--- src/rtl/lcg_stim_if.sv ---
// Valid/ready stimulus channel carrying one packed OUT_W-bit vector.
interface lcg_stim_if #(
  parameter int unsigned OUT_W = 267
);
  logic [OUT_W-1:0] stim_flat;
  logic             stim_valid;
  logic             stim_ready;

  modport master (output stim_flat, output stim_valid, input  stim_ready);
  modport slave  (input  stim_flat, input  stim_valid, output stim_ready);
endinterface

--- src/rtl/lcg_stim_gen.sv ---
// Seeded 32-bit LCG stimulus source: packs NWORDS draws per vector and
// streams vectors over a valid/ready channel with a shadow + output 2-deep buffer.
module lcg_stim_gen #(
  parameter int unsigned OUT_W = 267
) (
  input  logic              clk,
  input  logic              rst_n,
  input  logic              seed_load,
  input  logic [31:0]       seed,
  input  logic              start,
  input  logic [31:0]       num_vec,
  input  logic              abort,
  lcg_stim_if.master        stim,
  output logic              busy,
  output logic              done,
  output logic [31:0]       vec_cnt
);

  localparam int unsigned NWORDS  = (OUT_W + 31) / 32;
  localparam int unsigned IDX_W   = (NWORDS > 1) ? $clog2(NWORDS) : 1;
  localparam logic [31:0] LCG_MUL = 32'h41C6_4E6D;
  localparam logic [31:0] LCG_INC = 32'h0000_3039;

  typedef enum logic [1:0] {
    S_IDLE,
    S_GEN,
    S_DRAIN
  } state_t;

  state_t           state, state_nxt;
  logic [31:0]      lcg_s, lcg_s_nxt;
  logic [OUT_W-1:0] shadow, shadow_nxt;
  logic             shadow_full, shadow_full_nxt;
  logic [IDX_W-1:0] word_idx, word_idx_nxt;
  logic [31:0]      remaining, remaining_nxt;
  logic [OUT_W-1:0] flat_nxt;
  logic             valid_nxt;
  logic             busy_nxt;
  logic             done_nxt;
  logic [31:0]      vec_cnt_nxt;

  logic [31:0]      draw_c;
  logic             accept_c;
  logic             can_load_c;
  logic             last_word_c;
  logic [IDX_W+4:0] bit_ofs_c;
  logic [OUT_W-1:0] word_mask_c;
  logic [OUT_W-1:0] merged_c;

  // State and output registers
  always_ff @(posedge clk or negedge rst_n) begin
    if (!rst_n) begin
      state           <= S_IDLE;
      lcg_s           <= '0;
      shadow          <= '0;
      shadow_full     <= 1'b0;
      word_idx        <= '0;
      remaining       <= '0;
      stim.stim_flat  <= '0;
      stim.stim_valid <= 1'b0;
      busy            <= 1'b0;
      done            <= 1'b0;
      vec_cnt         <= '0;
    end else begin
      state           <= state_nxt;
      lcg_s           <= lcg_s_nxt;
      shadow          <= shadow_nxt;
      shadow_full     <= shadow_full_nxt;
      word_idx        <= word_idx_nxt;
      remaining       <= remaining_nxt;
      stim.stim_flat  <= flat_nxt;
      stim.stim_valid <= valid_nxt;
      busy            <= busy_nxt;
      done            <= done_nxt;
      vec_cnt         <= vec_cnt_nxt;
    end
  end

  // Next-state, draw/pack and handshake logic
  always_comb begin
    state_nxt       = state;
    lcg_s_nxt       = lcg_s;
    shadow_nxt      = shadow;
    shadow_full_nxt = shadow_full;
    word_idx_nxt    = word_idx;
    remaining_nxt   = remaining;
    flat_nxt        = stim.stim_flat;
    valid_nxt       = stim.stim_valid;
    vec_cnt_nxt     = vec_cnt;
    done_nxt        = 1'b0;

    accept_c    = stim.stim_valid & stim.stim_ready;
    can_load_c  = ~stim.stim_valid | stim.stim_ready;
    draw_c      = lcg_s * LCG_MUL + LCG_INC;
    last_word_c = (word_idx == IDX_W'(NWORDS - 1));
    bit_ofs_c   = {word_idx, 5'd0};
    // Last word lands partly above OUT_W; the shift drops those bits.
    word_mask_c = OUT_W'(32'hFFFF_FFFF) << bit_ofs_c;
    merged_c    = (shadow & ~word_mask_c) | (OUT_W'(draw_c) << bit_ofs_c);

    if (abort && (state != S_IDLE)) begin
      valid_nxt       = 1'b0;
      shadow_nxt      = '0;
      shadow_full_nxt = 1'b0;
      word_idx_nxt    = '0;
      done_nxt        = 1'b1;
      state_nxt       = S_IDLE;
    end else begin
      case (state)
        S_IDLE: begin
          if (seed_load) begin
            lcg_s_nxt = seed;
          end
          if (start) begin
            remaining_nxt   = num_vec;
            vec_cnt_nxt     = '0;
            word_idx_nxt    = '0;
            shadow_full_nxt = 1'b0;
            if (num_vec == 32'd0) begin
              done_nxt = 1'b1;
            end else begin
              state_nxt = S_GEN;
            end
          end
        end

        S_GEN: begin
          if (accept_c) begin
            valid_nxt   = 1'b0;
            vec_cnt_nxt = vec_cnt + 32'd1;
          end
          // A full shadow stalls the LCG until the output can take it.
          if (!shadow_full) begin
            lcg_s_nxt  = draw_c;
            shadow_nxt = merged_c;
            if (last_word_c) begin
              word_idx_nxt    = '0;
              shadow_full_nxt = 1'b1;
            end else begin
              word_idx_nxt = word_idx + IDX_W'(1);
            end
          end
          if ((shadow_full || last_word_c) && can_load_c) begin
            flat_nxt        = shadow_full ? shadow : merged_c;
            valid_nxt       = 1'b1;
            shadow_full_nxt = 1'b0;
            remaining_nxt   = remaining - 32'd1;
            if (remaining == 32'd1) begin
              state_nxt = S_DRAIN;
            end
          end
        end

        S_DRAIN: begin
          if (accept_c) begin
            valid_nxt   = 1'b0;
            vec_cnt_nxt = vec_cnt + 32'd1;
            done_nxt    = 1'b1;
            state_nxt   = S_IDLE;
          end
        end

        default: begin
          state_nxt = S_IDLE;
        end
      endcase
    end

    busy_nxt = (state_nxt != S_IDLE);
  end

endmodule

--- src/flat_wrapper.sv ---
// flat-port wrapper written by rule: the top's interface ports become plain ports
module lcg_stim_gen_flat 
#(
  parameter int unsigned OUT_W = 267
)
  (clk, rst_n, seed_load, seed, start, num_vec, abort, busy, done, vec_cnt, stim_stim_flat, stim_stim_valid, stim_stim_ready);
  lcg_stim_if #(.OUT_W(OUT_W)) stim_i ();
  input  logic clk;
  input  logic rst_n;
  input  logic seed_load;
  input  logic [31:0] seed;
  input  logic start;
  input  logic [31:0] num_vec;
  input  logic abort;
  output logic busy;
  output logic done;
  output logic [31:0] vec_cnt;
  output wire logic [$bits(stim_i.stim_flat)-1:0] stim_stim_flat;
  output wire logic [$bits(stim_i.stim_valid)-1:0] stim_stim_valid;
  input wire logic [$bits(stim_i.stim_ready)-1:0] stim_stim_ready;
  assign stim_stim_flat = stim_i.stim_flat;
  assign stim_stim_valid = stim_i.stim_valid;
  assign stim_i.stim_ready = stim_stim_ready;
  lcg_stim_gen #(.OUT_W(OUT_W)) u_core (.clk(clk), .rst_n(rst_n), .seed_load(seed_load), .seed(seed), .start(start), .num_vec(num_vec), .abort(abort), .stim(stim_i), .busy(busy), .done(done), .vec_cnt(vec_cnt));
endmodule
--- config.mk ---
export PLATFORM = sky130hd
export DESIGN_NAME = lcg_stim_gen_flat
export DESIGN_NICKNAME = d
export VERILOG_FILES = /design/src/rtl/lcg_stim_if.sv /design/src/rtl/lcg_stim_gen.sv /design/src/flat_wrapper.sv
export SDC_FILE = /design/constraint.sdc
export NUM_CORES = 2
export LEC_CHECK = 0
export BUFFER_PORTS_ARGS = -buffer_cell sky130_fd_sc_hd__buf_2
export CORE_ASPECT_RATIO = 0.75
export CORE_UTILIZATION = 45
export CTS_CLUSTER_DIAMETER = 50
export DETAILED_ROUTE_END_ITERATION = 7
export GPL_TIMING_DRIVEN = 0
export SETUP_SLACK_MARGIN = 0.1
export SLEW_MARGIN = 20
export SYNTH_ARGS = -nofsm -noshare
export SYNTH_HDL_FRONTEND = slang
export SYNTH_SLANG_ARGS = --single-unit
--- constraint.sdc ---
create_clock -name clk -period 11.8 [get_ports clk]
set_input_delay 0 -clock clk [delete_from_list [all_inputs] [get_ports clk]]
set_output_delay 0 -clock clk [all_outputs]
set_load 0.005 [all_outputs]
==> impl_metrics.json <==
{
  "cts_sinks": 640,
  "hpwl_um": 96500,
  "slew_headroom_pct": 15.4,
  "start_kind": "register",
  "wl_per_cell_um": 24.9,
  "cts_tree": "done",
  "multi_input_area_mm2": 0.0176,
  "io_buffers": 371,
  "n_antenna_cell": 0,
  "cp_max_fo": 17,
  "start_util_pct": 45.5,
  "setup_viol": 0,
  "clock-skew-final_ns": 0.0290,
  "finalInstanceArea_mm2": 0.0427,
  "synthToLayoutAreaGrowth_pct": 19.3,
  "root_buffer": "clkbuf_16",
  "hold_viol_final": 0,
  "ys_ff_latch": 640,
  "yosys-top-cells-count": "dfrtp_1, nor2_1, inv_1",
  "drtAntennaViolNets": 0,
  "vias_per_cell": 5.75,
  "clk_path_buf_depth": 3,
  "place_congestion": 0.951,
  "setup_tns_ns": 0,
  "maxSlewViolCount": 0,
  "grt_pass1_vias": 28776,
  "drc": 0,
  "min_period_ns": 10.54,
  "synth.most_common_cell": "dfrtp_1",
  "synthDistinctLibCells": 69,
  "end_kind": "register",
  "io_pins": 372,
  "path_class": "reg2reg",
  "cp.arrival_ns": 11.11,
  "worstSkewPairLatency_ns": 0.64,
  "n_fill_cell": 7255,
  "initialDrtViolationCount": 3490,
  "tightest_slew_ns": 1.27,
  "synth_edf_count": 0,
  "postSynthAreaPerCell_um2": 10.1,
  "firstDrtPassIters": 5,
  "drt-total-wl_um": 129000,
  "post_cts_resized": 0,
  "yosysSeqAreaShare_pct": 44.8,
  "critical_path_required_ns": 12.36,
  "status": "complete, no violations",
  "vias": 29769,
  "die_w_um": 328,
  "seqCellArea_mm2": 0.0160,
  "die_height_um": 246,
  "synth_top_area_cell": "dfrtp_1",
  "syn_nets": 4021,
  "grt_util_all_layers_pct": 32.1,
  "antenna_found_initial": 3,
  "synth_area_leaders": "dfrtp_1, fa_1, ha_1",
  "fmax_mhz": 94.9,
  "utilization_pct": 54.3,
  "rsz0062_at_grt": "false",
  "cts_buffers": 73,
  "syn-cell-area_mm2": 0.0358,
  "grt_pass1_wl_um": 191000,
  "netlist_instances": 3545,
  "cts.clk_slew.worst_paths_ns": 0.06,
  "drive_gt1_share_pct": 13.7,
  "final_nets": 4556,
  "grt_overflow": 0,
  "rows": 89,
  "htreeDepth": 3,
  "period_share_pct": 89.3,
  "synth_warnings": 0,
  "die-area_mm2": 0.0806,
  "place_area_mm2": 0.0395,
  "drv_cap": 0,
  "yosysTopAreaCellShare_pct": 44.8,
  "synth_flop_cell": "dfrtp_1",
  "grt_max_degree": 99,
  "async_flop_share_pct": 100,
  "core-area_mm2": 0.0786,
  "hp-class": "in2reg"
}
-- final timing paths --
path	depth (start not counted)	from	slack, ns	endpoint
hold reg to reg	2	u_core.stim.stim_flat[176]	0.46	u_core.stim.stim_flat[176]
setup / recovery	23	u_core.lcg_s[0]	1.26	u_core.stim.stim_flat[49]
hold / removal	6	seed_load	0.09	u_core.lcg_s[31]
max in group asynchronous	8	rst_n	9.10	u_core.stim.stim_flat[258]
setup reg to reg	23	u_core.lcg_s[0]	1.26	u_core.stim.stim_flat[49]
min in group asynchronous	4	rst_n	0.50	u_core.stim.stim_flat[191]
-- worst max-delay path, cell delays in order (launching register included) --
cell       delay [ns]
dfrtp_2          0.84
clkinv_1         0.87
ha_1             1.05
clkinv_1         1.00
ha_1             0.53
inv_1            0.08
fa_1             0.39
inv_1            0.09
fa_1             0.41
ha_1             0.29
ha_1             0.30
fa_1             0.48
inv_1            0.05
fa_1             0.47
inv_1            0.04
ha_1             0.37
and3_1           0.26
o2111ai_1        0.17
o211a_1          0.33
nor2_1           0.20
xor2_2           0.71
clkbuf_1         1.00
a221oi_1         0.32
nor2_1           0.17
-- state kept, by name, summed over array words and instances, names as in the netlist, 2 cells and up --
name                   flops
u_core.shadow            267
u_core.stim.stim_flat    267
u_core.lcg_s              32
u_core.remaining          32
u_core.vec_cnt            32
u_core.word_idx            4
u_core.state               2
-- routing by layer --
metal | vias up | wire (um) | global-route usage, %
met1 | 14815 | 57000 | 47.2
met5 | - | 9 | 0
li1 | 13196 | - | -
met2 | 1549 | 53700 | 45.4
met3 | 207 | 14500 | 9.45
met4 | 2 | 3720 | 9.43
-- through the flow --
stage	hold slack [ns]	std cells	setup WS (ns)
finish	0.0917	5178	1.26
global route	0.128	5178	1.17
CTS	0.0710	5177	1.67
detailed placement	-0.0521	4979	1.70
global placement	0.279	4962	-3.31
floorplan	-0.296	3545	5.06
-- kinds of logic (layout without fill, tap and decap cells) --
kind of cell	Yosys count	in the layout	share of synthesized area [%]
muxes	33	33	0.923
adders and majority gates	406	406	18.1
DFF	640	640	44.8
AOI/OAI and AO/OA	749	749	15.5
buffers and inverters	621	1208	6.57
xor gates and xnor gates	88	88	2.20
and+or+nand+nor	1008	1008	11.9
-- cells in the final DEF (no fill, tap or decap), drive strengths merged, types with 9 or more instances in the layout --
cell type,n
xnor2,57
mux2i,33
a221oi,176
a21o,10
a22o,227
nand2,271
o22ai,29
o21ai,133
buf,413
nand4,12
and3,19
and2,15
fa,185
clkinv,16
nor4,20
dfrtp,640
or2,9
nor3,28
xor2,31
a21oi,117
nor2,495
nand3,100
dlygate4sd3,70
ha,221
inv,420
clkbuf,284
-- cell type report --
cell class	count	share of cell area (%)
clock buffer	100	4.88
tap	1046	3.07
sequential	640	37.5
inverter	414	3.64
buffer	207	1.88
timing repair buffer	460	6.87
multi-input combinational	2284	41.3
clock inverter	27	0.777
-- repair_timing --
action                    4_1_cts  5_1_grt
hold endpoints to repair      278        0
hold buffers                   71        0
buffers inserted                0        0
Power is not shown: default switching activity piles up to over one toggle a cycle in this logic, so the estimate is an artifact.
